## src/rtl/cpu_types.sv

```systemverilog
// Shared CPU-bench types: store-width encoding and end-of-test monitor status.
package cpu_types;

    typedef enum logic [1:0] {
        MEM_MASK_BYTE = 2'd0,
        MEM_MASK_HALF = 2'd1,
        MEM_MASK_WORD = 2'd2
    } memory_mask_t;

    typedef enum logic [2:0] {
        SIM_RUN     = 3'd0,
        SIM_PASS    = 3'd1,
        SIM_FAIL    = 3'd2,
        SIM_TIMEOUT = 3'd3,
        SIM_HANG    = 3'd4
    } sim_status_t;

    localparam logic [31:0] TOHOST_DEFAULT = 32'h0000_0F00;

endpackage

```

## src/rtl/sim_result_monitor_store_log.sv

```systemverilog
// Circular log of the most recent stores; read port indexed relative to the newest entry.
// Writes take effect at the clock edge; the read port is combinational. Never stalls the writer.
module sim_result_monitor_store_log #(
    parameter int unsigned ADDR_W = 32,
    parameter int unsigned DATA_W = 32,
    parameter int unsigned DEPTH  = 8
) (
    input  logic                       clk,
    input  logic                       rst,
    input  logic                       wr_en,
    input  logic [ADDR_W-1:0]          wr_addr,
    input  logic [DATA_W-1:0]          wr_data,
    input  logic [$clog2(DEPTH)-1:0]   rd_idx,
    output logic [ADDR_W-1:0]          rd_addr,
    output logic [DATA_W-1:0]          rd_data,
    output logic [$clog2(DEPTH):0]     count
);
    localparam int unsigned IDX_W = $clog2(DEPTH);
    localparam int unsigned CNT_W = IDX_W + 1;

    logic [ADDR_W-1:0] addr_mem_q [DEPTH];
    logic [ADDR_W-1:0] addr_mem_d [DEPTH];
    logic [DATA_W-1:0] data_mem_q [DEPTH];
    logic [DATA_W-1:0] data_mem_d [DEPTH];
    logic [IDX_W-1:0]  wr_ptr_q, wr_ptr_d;
    logic [CNT_W-1:0]  count_q, count_d;
    logic [IDX_W-1:0]  rd_ptr;

    always_comb begin
        addr_mem_d = addr_mem_q;
        data_mem_d = data_mem_q;
        wr_ptr_d   = wr_ptr_q;
        count_d    = count_q;
        if (wr_en) begin
            addr_mem_d[wr_ptr_q] = wr_addr;
            data_mem_d[wr_ptr_q] = wr_data;
            // Power-of-two depth: the pointer wraps onto the oldest entry by itself.
            wr_ptr_d = wr_ptr_q + IDX_W'(1);
            if (count_q != CNT_W'(DEPTH)) begin
                count_d = count_q + CNT_W'(1);
            end
        end
    end

    always_comb begin
        rd_ptr  = wr_ptr_q - IDX_W'(1) - rd_idx;
        rd_addr = '0;
        rd_data = '0;
        if ({1'b0, rd_idx} < count_q) begin
            rd_addr = addr_mem_q[rd_ptr];
            rd_data = data_mem_q[rd_ptr];
        end
    end

    always_ff @(posedge clk) begin
        if (rst) begin
            wr_ptr_q <= '0;
            count_q  <= '0;
        end else begin
            wr_ptr_q <= wr_ptr_d;
            count_q  <= count_d;
        end
    end

    // Contents need no reset: entries at or beyond count read back as zero.
    always_ff @(posedge clk) begin
        addr_mem_q <= addr_mem_d;
        data_mem_q <= data_mem_d;
    end

    assign count = count_q;

endmodule

```

## src/rtl/sim_result_monitor.sv

```systemverilog
// End-of-test monitor: snoops stores and pc, decides PASS/FAIL/TIMEOUT/HANG, logs recent stores.
// Decision is registered (visible one edge after the deciding store); purely passive, no backpressure.
module sim_result_monitor
    import cpu_types::*;
#(
    parameter int unsigned         ADDR_W         = 32,
    parameter int unsigned         DATA_W         = 32,
    parameter logic [ADDR_W-1:0]   TOHOST_ADDR    = ADDR_W'(TOHOST_DEFAULT),
    parameter int unsigned         TIMEOUT_CYCLES = 1000,
    parameter int unsigned         HANG_CYCLES    = 16,
    parameter int unsigned         LOG_DEPTH      = 8
) (
    input  logic                           clk,
    input  logic                           rst,
    input  logic [ADDR_W-1:0]              pc,
    input  logic [ADDR_W-1:0]              memory_address,
    input  logic [DATA_W-1:0]              memory_write,
    input  memory_mask_t                   memory_mask,
    input  logic                           memory_we,
    input  logic [$clog2(LOG_DEPTH)-1:0]   log_idx,
    output logic [ADDR_W-1:0]              log_addr,
    output logic [DATA_W-1:0]              log_data,
    output logic [$clog2(LOG_DEPTH):0]     log_count,
    output logic                           done,
    output sim_status_t                    status,
    output logic [DATA_W-1:0]              exit_code,
    output logic [31:0]                    cycle_count
);
    sim_status_t       state_q, state_d;
    logic [DATA_W-1:0] exit_q, exit_d;
    logic [31:0]       cycle_q, cycle_d;
    logic [31:0]       hang_q, hang_d;
    logic [ADDR_W-1:0] pc_prev_q, pc_prev_d;
    logic              prev_vld_q, prev_vld_d;
    logic              hit;

    always_comb begin
        hit        = memory_we && (memory_address == TOHOST_ADDR) && (memory_mask == MEM_MASK_WORD);
        state_d    = state_q;
        exit_d     = exit_q;
        cycle_d    = cycle_q;
        hang_d     = hang_q;
        pc_prev_d  = pc;
        prev_vld_d = 1'b1;
        if (state_q == SIM_RUN) begin
            hang_d = (prev_vld_q && (pc == pc_prev_q)) ? hang_q + 32'd1 : 32'd0;
            // Even tohost values are deliberately ignored: the test keeps running.
            if (hit && (memory_write == DATA_W'(1))) begin
                state_d = SIM_PASS;
            end else if (hit && memory_write[0]) begin
                state_d = SIM_FAIL;
                exit_d  = memory_write >> 1;
            end else if ((HANG_CYCLES != 0) && (hang_d == 32'(HANG_CYCLES))) begin
                state_d = SIM_HANG;
            end else if ((TIMEOUT_CYCLES != 0) && (cycle_q == 32'(TIMEOUT_CYCLES - 1))) begin
                state_d = SIM_TIMEOUT;
            end
            if (state_d == SIM_RUN) begin
                cycle_d = cycle_q + 32'd1;
            end
        end
    end

    always_ff @(posedge clk) begin
        if (rst) begin
            state_q    <= SIM_RUN;
            exit_q     <= '0;
            cycle_q    <= '0;
            hang_q     <= '0;
            pc_prev_q  <= '0;
            prev_vld_q <= 1'b0;
        end else begin
            state_q    <= state_d;
            exit_q     <= exit_d;
            cycle_q    <= cycle_d;
            hang_q     <= hang_d;
            pc_prev_q  <= pc_prev_d;
            prev_vld_q <= prev_vld_d;
        end
    end

    sim_result_monitor_store_log #(
        .ADDR_W (ADDR_W),
        .DATA_W (DATA_W),
        .DEPTH  (LOG_DEPTH)
    ) u_store_log (
        .clk     (clk),
        .rst     (rst),
        .wr_en   (memory_we),
        .wr_addr (memory_address),
        .wr_data (memory_write),
        .rd_idx  (log_idx),
        .rd_addr (log_addr),
        .rd_data (log_data),
        .count   (log_count)
    );

    assign status      = state_q;
    assign done        = (state_q != SIM_RUN);
    assign exit_code   = exit_q;
    assign cycle_count = cycle_q;

endmodule

```

## config.mk

```make
export PLATFORM = sky130hd
export DESIGN_NAME = sim_result_monitor
export DESIGN_NICKNAME = d
export VERILOG_FILES = /design/src/rtl/cpu_types.sv /design/src/rtl/sim_result_monitor_store_log.sv /design/src/rtl/sim_result_monitor.sv
export SDC_FILE = /design/constraint.sdc
export NUM_CORES = 1
export LEC_CHECK = 0
export CORE_UTILIZATION = 47
export DETAILED_ROUTE_END_ITERATION = 6
export PLACE_DENSITY = 0.67
export SYNTH_ARGS = -nofsm -noshare
export SYNTH_HDL_FRONTEND = slang
export SYNTH_SLANG_ARGS = --single-unit
```

## constraint.sdc

```tcl
create_clock -name clk -period 7.2 [get_ports clk]
set_input_delay 0.72 -clock clk [delete_from_list [all_inputs] [get_ports clk]]
set_output_delay 0.72 -clock clk [all_outputs]
set_load 0.05 [all_outputs]
```

# After elaboration in Yosys (flattened, before gate mapping)
# Index checks and enable logic that the tools add are counted.
dict set report totals {
  register_bits 650
  in_bits 104
  output_inout_bits 136
  wordCells 75
}
dict set report classes {
  n_addsub 6
  n_lt_le_gt_ge 4
  eq_ne 7
  mux 19
  n_bitwise 3
  n_reduce_logical 12
}
# cell n
set ops {}
lappend ops {{bitwise mux 256 bit} 2}
lappend ops {{two-way mux 32 bit} 8}
lappend ops {{binary-select mux 32 bit (select 3 bit)} 2}
lappend ops {{demux 32 bit (select 3 bit)} 1}
lappend ops {{adder 32 x 1 -> 32 bit, second input constant} 2}
lappend ops {{equality test 32 x 1 -> 1 bit, second input constant} 1}
lappend ops {{equality test 32 x 10 -> 1 bit, second input constant} 1}
lappend ops {{equality test 32 x 12 -> 1 bit, second input constant} 1}
lappend ops {{equality test 32 bit} 1}
lappend ops {{equality test 32 x 5 -> 1 bit, second input constant} 1}
lappend ops {{two-way mux 3 bit} 5}
lappend ops {{>= comparator 4 bit, second input constant} 2}
lappend ops {{NOT 3 -> 4 bit} 2}
lappend ops {{logical AND 1 bit} 6}
lappend ops {{logical NOT 3 bit} 2}
lappend ops {{adder 4 x 1 -> 4 bit, second input constant} 1}
lappend ops {{less-than comparator 3 x 4 -> 1 bit} 1}
lappend ops {{less-than comparator 4 x 1 -> 1 bit, second input constant} 1}
lappend ops {{!= test 4 bit, second input constant} 1}
lappend ops {{AND reduction 2 bit} 2}
lappend ops {{adder 3 x 1 -> 3 bit, second input constant} 1}
lappend ops {{AND reduction 3 bit} 1}
lappend ops {{nonzero test 3 bit} 1}
lappend ops {{subtractor 3 x 1 -> 3 bit, second input constant} 1}
lappend ops {{4 further kinds} 4}

# Longest topological paths before layout
dict set report logic_depth {
  depth_word 10
  mapped_depth 13
  mapped_depth_nobuf 9
}

# By module
# A second synthesis with hierarchy kept.
dict set report unflattened {
  hier_cells 1696
  hier_area_um2 26785.7
}
# module instances cells_per_inst area_each_um2 seq_area_each_um2
set modules_own_cells {}
lappend modules_own_cells {sim_result_monitor_store_log 1 875 19991.7 15514.9}
lappend modules_own_cells {sim_result_monitor 1 821 6794.0 2622.5}

# Worst setup path before layout
# Ideal clock, no wire load.
dict set report synth_path {
  kind {in2reg}
  start {input memory_we}
  end {register u_store_log.addr_mem_q[100] (netlist bit) (enable)}
  setup_ps 565
  t_arrival_ps 5516
  t_required_ps 6635
  path_slack_ps 1119
  cell_stages 3
  path_buffers 1
  cell_sequence {clkbuf_1 -> nand2_1 -> nor3_1}
}
# element line
set synth_lines {}
lappend synth_lines {{from (decl)} sim_result_monitor.sv:19} ;# input logic memory_we,
lappend synth_lines {{to (signal assigned)} sim_result_monitor_store_log.sv:67} ;# addr_mem_q <= addr_mem_d;
lappend synth_lines {{to (decl)} sim_result_monitor_store_log.sv:21} ;# logic [ADDR_W-1:0] addr_mem_q [DEPTH];

# Worst setup path after layout
dict set report layout_path {
  start {input log_idx[0]}
  end {output log_addr[12]}
}
dict set report layout_between {
  elab_chain_len 6
  word_cells_on_any_way 7
  classes_between {add/sub: 1; order compare: 1; mux: 4; bitwise: 1}
}
# element line
set layout_rtl {}
lappend layout_rtl {{from (decl)} sim_result_monitor.sv:20} ;# input logic [$clog2(LOG_DEPTH)-1:0] log_idx,
lappend layout_rtl {{subtractor 3 bit} sim_result_monitor_store_log.sv:46} ;# rd_ptr = wr_ptr_q - IDX_W'(1) - rd_idx;
lappend layout_rtl {{NOT 3 -> 4 bit (not written as such)} sim_result_monitor_store_log.sv:50} ;# rd_addr = addr_mem_q[rd_ptr];
lappend layout_rtl {{binary-select mux 32 bit (select 3 bit)} sim_result_monitor_store_log.sv:50}
lappend layout_rtl {{two-way mux 32 bit (not written as such) (2 in a row)} sim_result_monitor_store_log.sv:50}
lappend layout_rtl {{two-way mux 32 bit *} sim_result_monitor_store_log.sv:49} ;# if ({1'b0, rd_idx} < count_q) begin
lappend layout_rtl {{to (decl)} sim_result_monitor.sv:21} ;# output logic [ADDR_W-1:0] log_addr,
# Every way passes the cells marked *; elsewhere a longest branch is shown, timed or not. The select of a mux whose other input is x is not followed.

==> flow_summary.toml <==
[run_status]
status = "completed"

[timing]
slew_violations = 0
max_freq_ghz = 0.183
finalHoldViolCount = 0
relSlewSlack = 0.197
finalCritPeriodShare = 0.761
finalSetupViolCount = 0
tns_ns = 0
skew_ns = 0.0218
worst-slew-pin-transition_ns = 1.20
whs_ns = 0.494
rsz0062_at_grt = "no"
layout_min_cycle_time_ns = 5.48

[finish]
nFillCells = 4288
final_core_util = 0.575
diodes = 0
multi_input_area_um2 = 7990
nets = 2094
layout-drive-gt1-share = 0.142
syn_to_final_growth_pct = 20.3
regArea_um2 = 18100

[synth]
syn_nets = 1865
ys_seq_elements = 650
synth_top_area_cell = "edfxtp_1"
synth.mux.area_fraction = 0.125
ys_async_sr_fraction = 0
ys_seq_area_frac = 0.684
synth-main-ff-cell = "edfxtp_1"
synth_edf_count = 512
synth-xor-area-share = 0.0178
synthTopCellsByArea = "edfxtp_1, mux4_2, dfxtp_1"
synth_cell_types = 60
avgSynthCellArea_um2 = 15.1
synth_warnings = 0
synth_compound_area_frac = 0.0449
syn_area_um2 = 26500
synth_top_family_by_area = "multiplexers"
syn_inst = 1752
synthAdderAreaFrac = 0.00453
yosys.area_share.simple = 0.105
synth.top_cell.area_share = 0.580

[clocking]
htree_levels = 3
cts_inserted_buffers = 69
cts_setup_buffers = 0
post_cts_resized = 0
hold_buffers = 0
clkSlewWorstSetupHoldPaths_ns = 0.05
cts_tree = "built"
clock-sinks = 650
cts_max_path_buffers = 3
clk_latency_ns = 0.60
root_buffer = "clkbuf_16"

[global_route]
grt_overflow_total = 0
antenna_found_initial = 0
grt_max_degree = 87
grt.total_usage = 0.220
grt_pass1_wl_um = 95000
grt_pass1_vias = 16100

[drt]
drt_first_iter_violations = 1087
viasPerCell = 5.77
drt.antenna.violating_nets = 0
drc = 0
wl_um = 61900
vias = 16000
drtPass1Iterations = 5
wire_per_inst_um = 22.2

[floorplanning]
rows = 86
core_um2 = 55400
die_h_um = 239
die_w_um = 239
die_area_um2 = 57300
io_pins = 240
initial_utilization = 0.478

[critical_path]
endpoint_kind = "primary output"
critical_path.max_fanout = 27
crit_required_ns = 6.48
path_class = "in2out"
arrival_ns = 4.76
startpoint_type = "input port"

[power]
p_total_w = 0.00867
power.density_nw_per_um2 = 272
irDropWorstVdd_mv = 0.167
p_leak_nw = 10.3

[min_path]
min_path_type = "reg2reg"

[place]
hpwl_um = 37100
gp_congestion = 0.845
port-buffer-count = 238

[flow_run]
cap_violations = 0
==> cells by family (layout without fill, tap and decap cells) <==
family          after synthesis  count (layout)
fa+ha+maj                     9               9
buf+inv                     119             401
mux                         169             169
simple gates                546             546
flops                       650             650
other cells                   1               1
xor+xnor                     54              54
compound gates              204             204
==> synthesized netlist by cell type (4+ instances only) <==
cell type	number
mux4_2	128
nor4_1	38
buf_4	5
mux2i_1	34
xnor2_1	17
or2_2	12
nor2b_1	42
edfxtp_1	512
inv_1	12
nor3_1	26
nor2_1	90
nor4b_1	6
nand2b_1	7
xor2_1	37
o311ai_1	4
clkbuf_1	80
buf_1	12
nand2_1	174
nand4_1	32
or4_1	14
nand3_1	34
ha_1	8
and3_1	16
o21ai_0	33
o211ai_1	4
o311ai_0	7
a31oi_1	8
mux2_1	4
buf_2	6
a21oi_1	114
or3_1	28
and4_1	10
dfxtp_1	138
o41ai_1	11
o21ai_1	8
==> layout make-up <==
| type | count | share of cell area |
|---|---|---|
| Sequential cell | 650 | 0.569 |
| Timing Repair Buffer | 264 | 0.0815 |
| Clock buffer | 93 | 0.0596 |
| Inverter | 13 | 0.00153 |
| Multi-Input combinational cell | 983 | 0.251 |
| Clock inverter | 31 | 0.00855 |
| Tap cell | 748 | 0.0294 |
==> worst max-delay path: stages <==
cell and delay [ns]:
clkdlybuf4s50_1 0.42, inv_1 0.10, ha_4 0.13, inv_1 0.04, fa_4 0.42, xnor2_1 0.49, xor2_4 0.94, buf_4 0.30
nand2_1 0.06, a21oi_1 0.26, clkdlybuf4s50_1 0.85
==> state kept, by name, indices dropped and copies added (netlist names) <==
register and cells:
hang_q 32, prev_vld_q 1, u_store_log.wr_ptr_q 3, cycle_count 32
status 3, u_store_log.data_mem_q 256, u_store_log.addr_mem_q 256, pc_prev_q 32
exit_code 31, u_store_log.count 4
==> metal layers <==
metal / GRT usage / wire [um] / vias up
met5: 0 / 0 / -
met4: 0.0717 / 1480 / 0
met1: 0.295 / 26000 / 8161
met3: 0.0384 / 3870 / 92
li1: - / - / 7264
met2: 0.365 / 30500 / 529
==> worst paths after layout <==
kind	cells past startpoint	startpoint	endpoint	slack, ns
setup / recovery	11	log_idx[0]	log_addr[12]	1.72
hold / removal	2	exit_code[4]	exit_code[4]	0.49
setup reg to reg	9	hang_q[10]	cycle_count[29]	3.28
hold reg to reg	2	exit_code[4]	exit_code[4]	0.49
==> metrics by stage <==
step           cell area (um2)  worst slack (ns)  std cells
2_1_floorplan            26500              1.12       1752
3_3_place_gp             29700              1.77       2658
4_1_cts                  31900              1.69       2782
5_1_grt                  31900              1.48       2782
6_report                 31900              1.72       2782
3_5_place_dp             29700              1.70       2658
==> power by group <==
group	switching, W	total, W	internal [W]
combinational	0.000665	0.00111	0.000443
clock	0.00140	0.00340	0.00200
sequential	0.0000251	0.00416	0.00414
==> layout by cell type, fill, tap and decap left out, types with 8 or more instances in the layout <==
master | Yosys | layout
a21oi_1 | 114 | 114
a31oi_1 | 8 | 8
and3_1 | 16 | 16
and4_1 | 10 | 10
buf_4 | 5 | 25
clkbuf_1 | 80 | 17
clkbuf_16 | 0 | 71
clkdlybuf4s50_1 | 0 | 237
clkinv_1 | 1 | 11
clkinv_2 | 0 | 13
dfxtp_1 | 138 | 138
edfxtp_1 | 512 | 512
inv_1 | 12 | 12
mux2i_1 | 34 | 34
mux4_2 | 128 | 128
nand2_1 | 174 | 174
nand3_1 | 34 | 34
nand4_1 | 32 | 32
nor2_1 | 90 | 83
nor2b_1 | 42 | 42
nor3_1 | 26 | 22
nor4_1 | 38 | 38
o21ai_0 | 33 | 33
o21ai_1 | 8 | 8
o41ai_1 | 11 | 11
or2_2 | 12 | 12
or3_1 | 28 | 28
or4_1 | 14 | 14
xnor2_1 | 17 | 16
xor2_1 | 37 | 36
No activity file was read; power rests on OpenSTA's default activity.
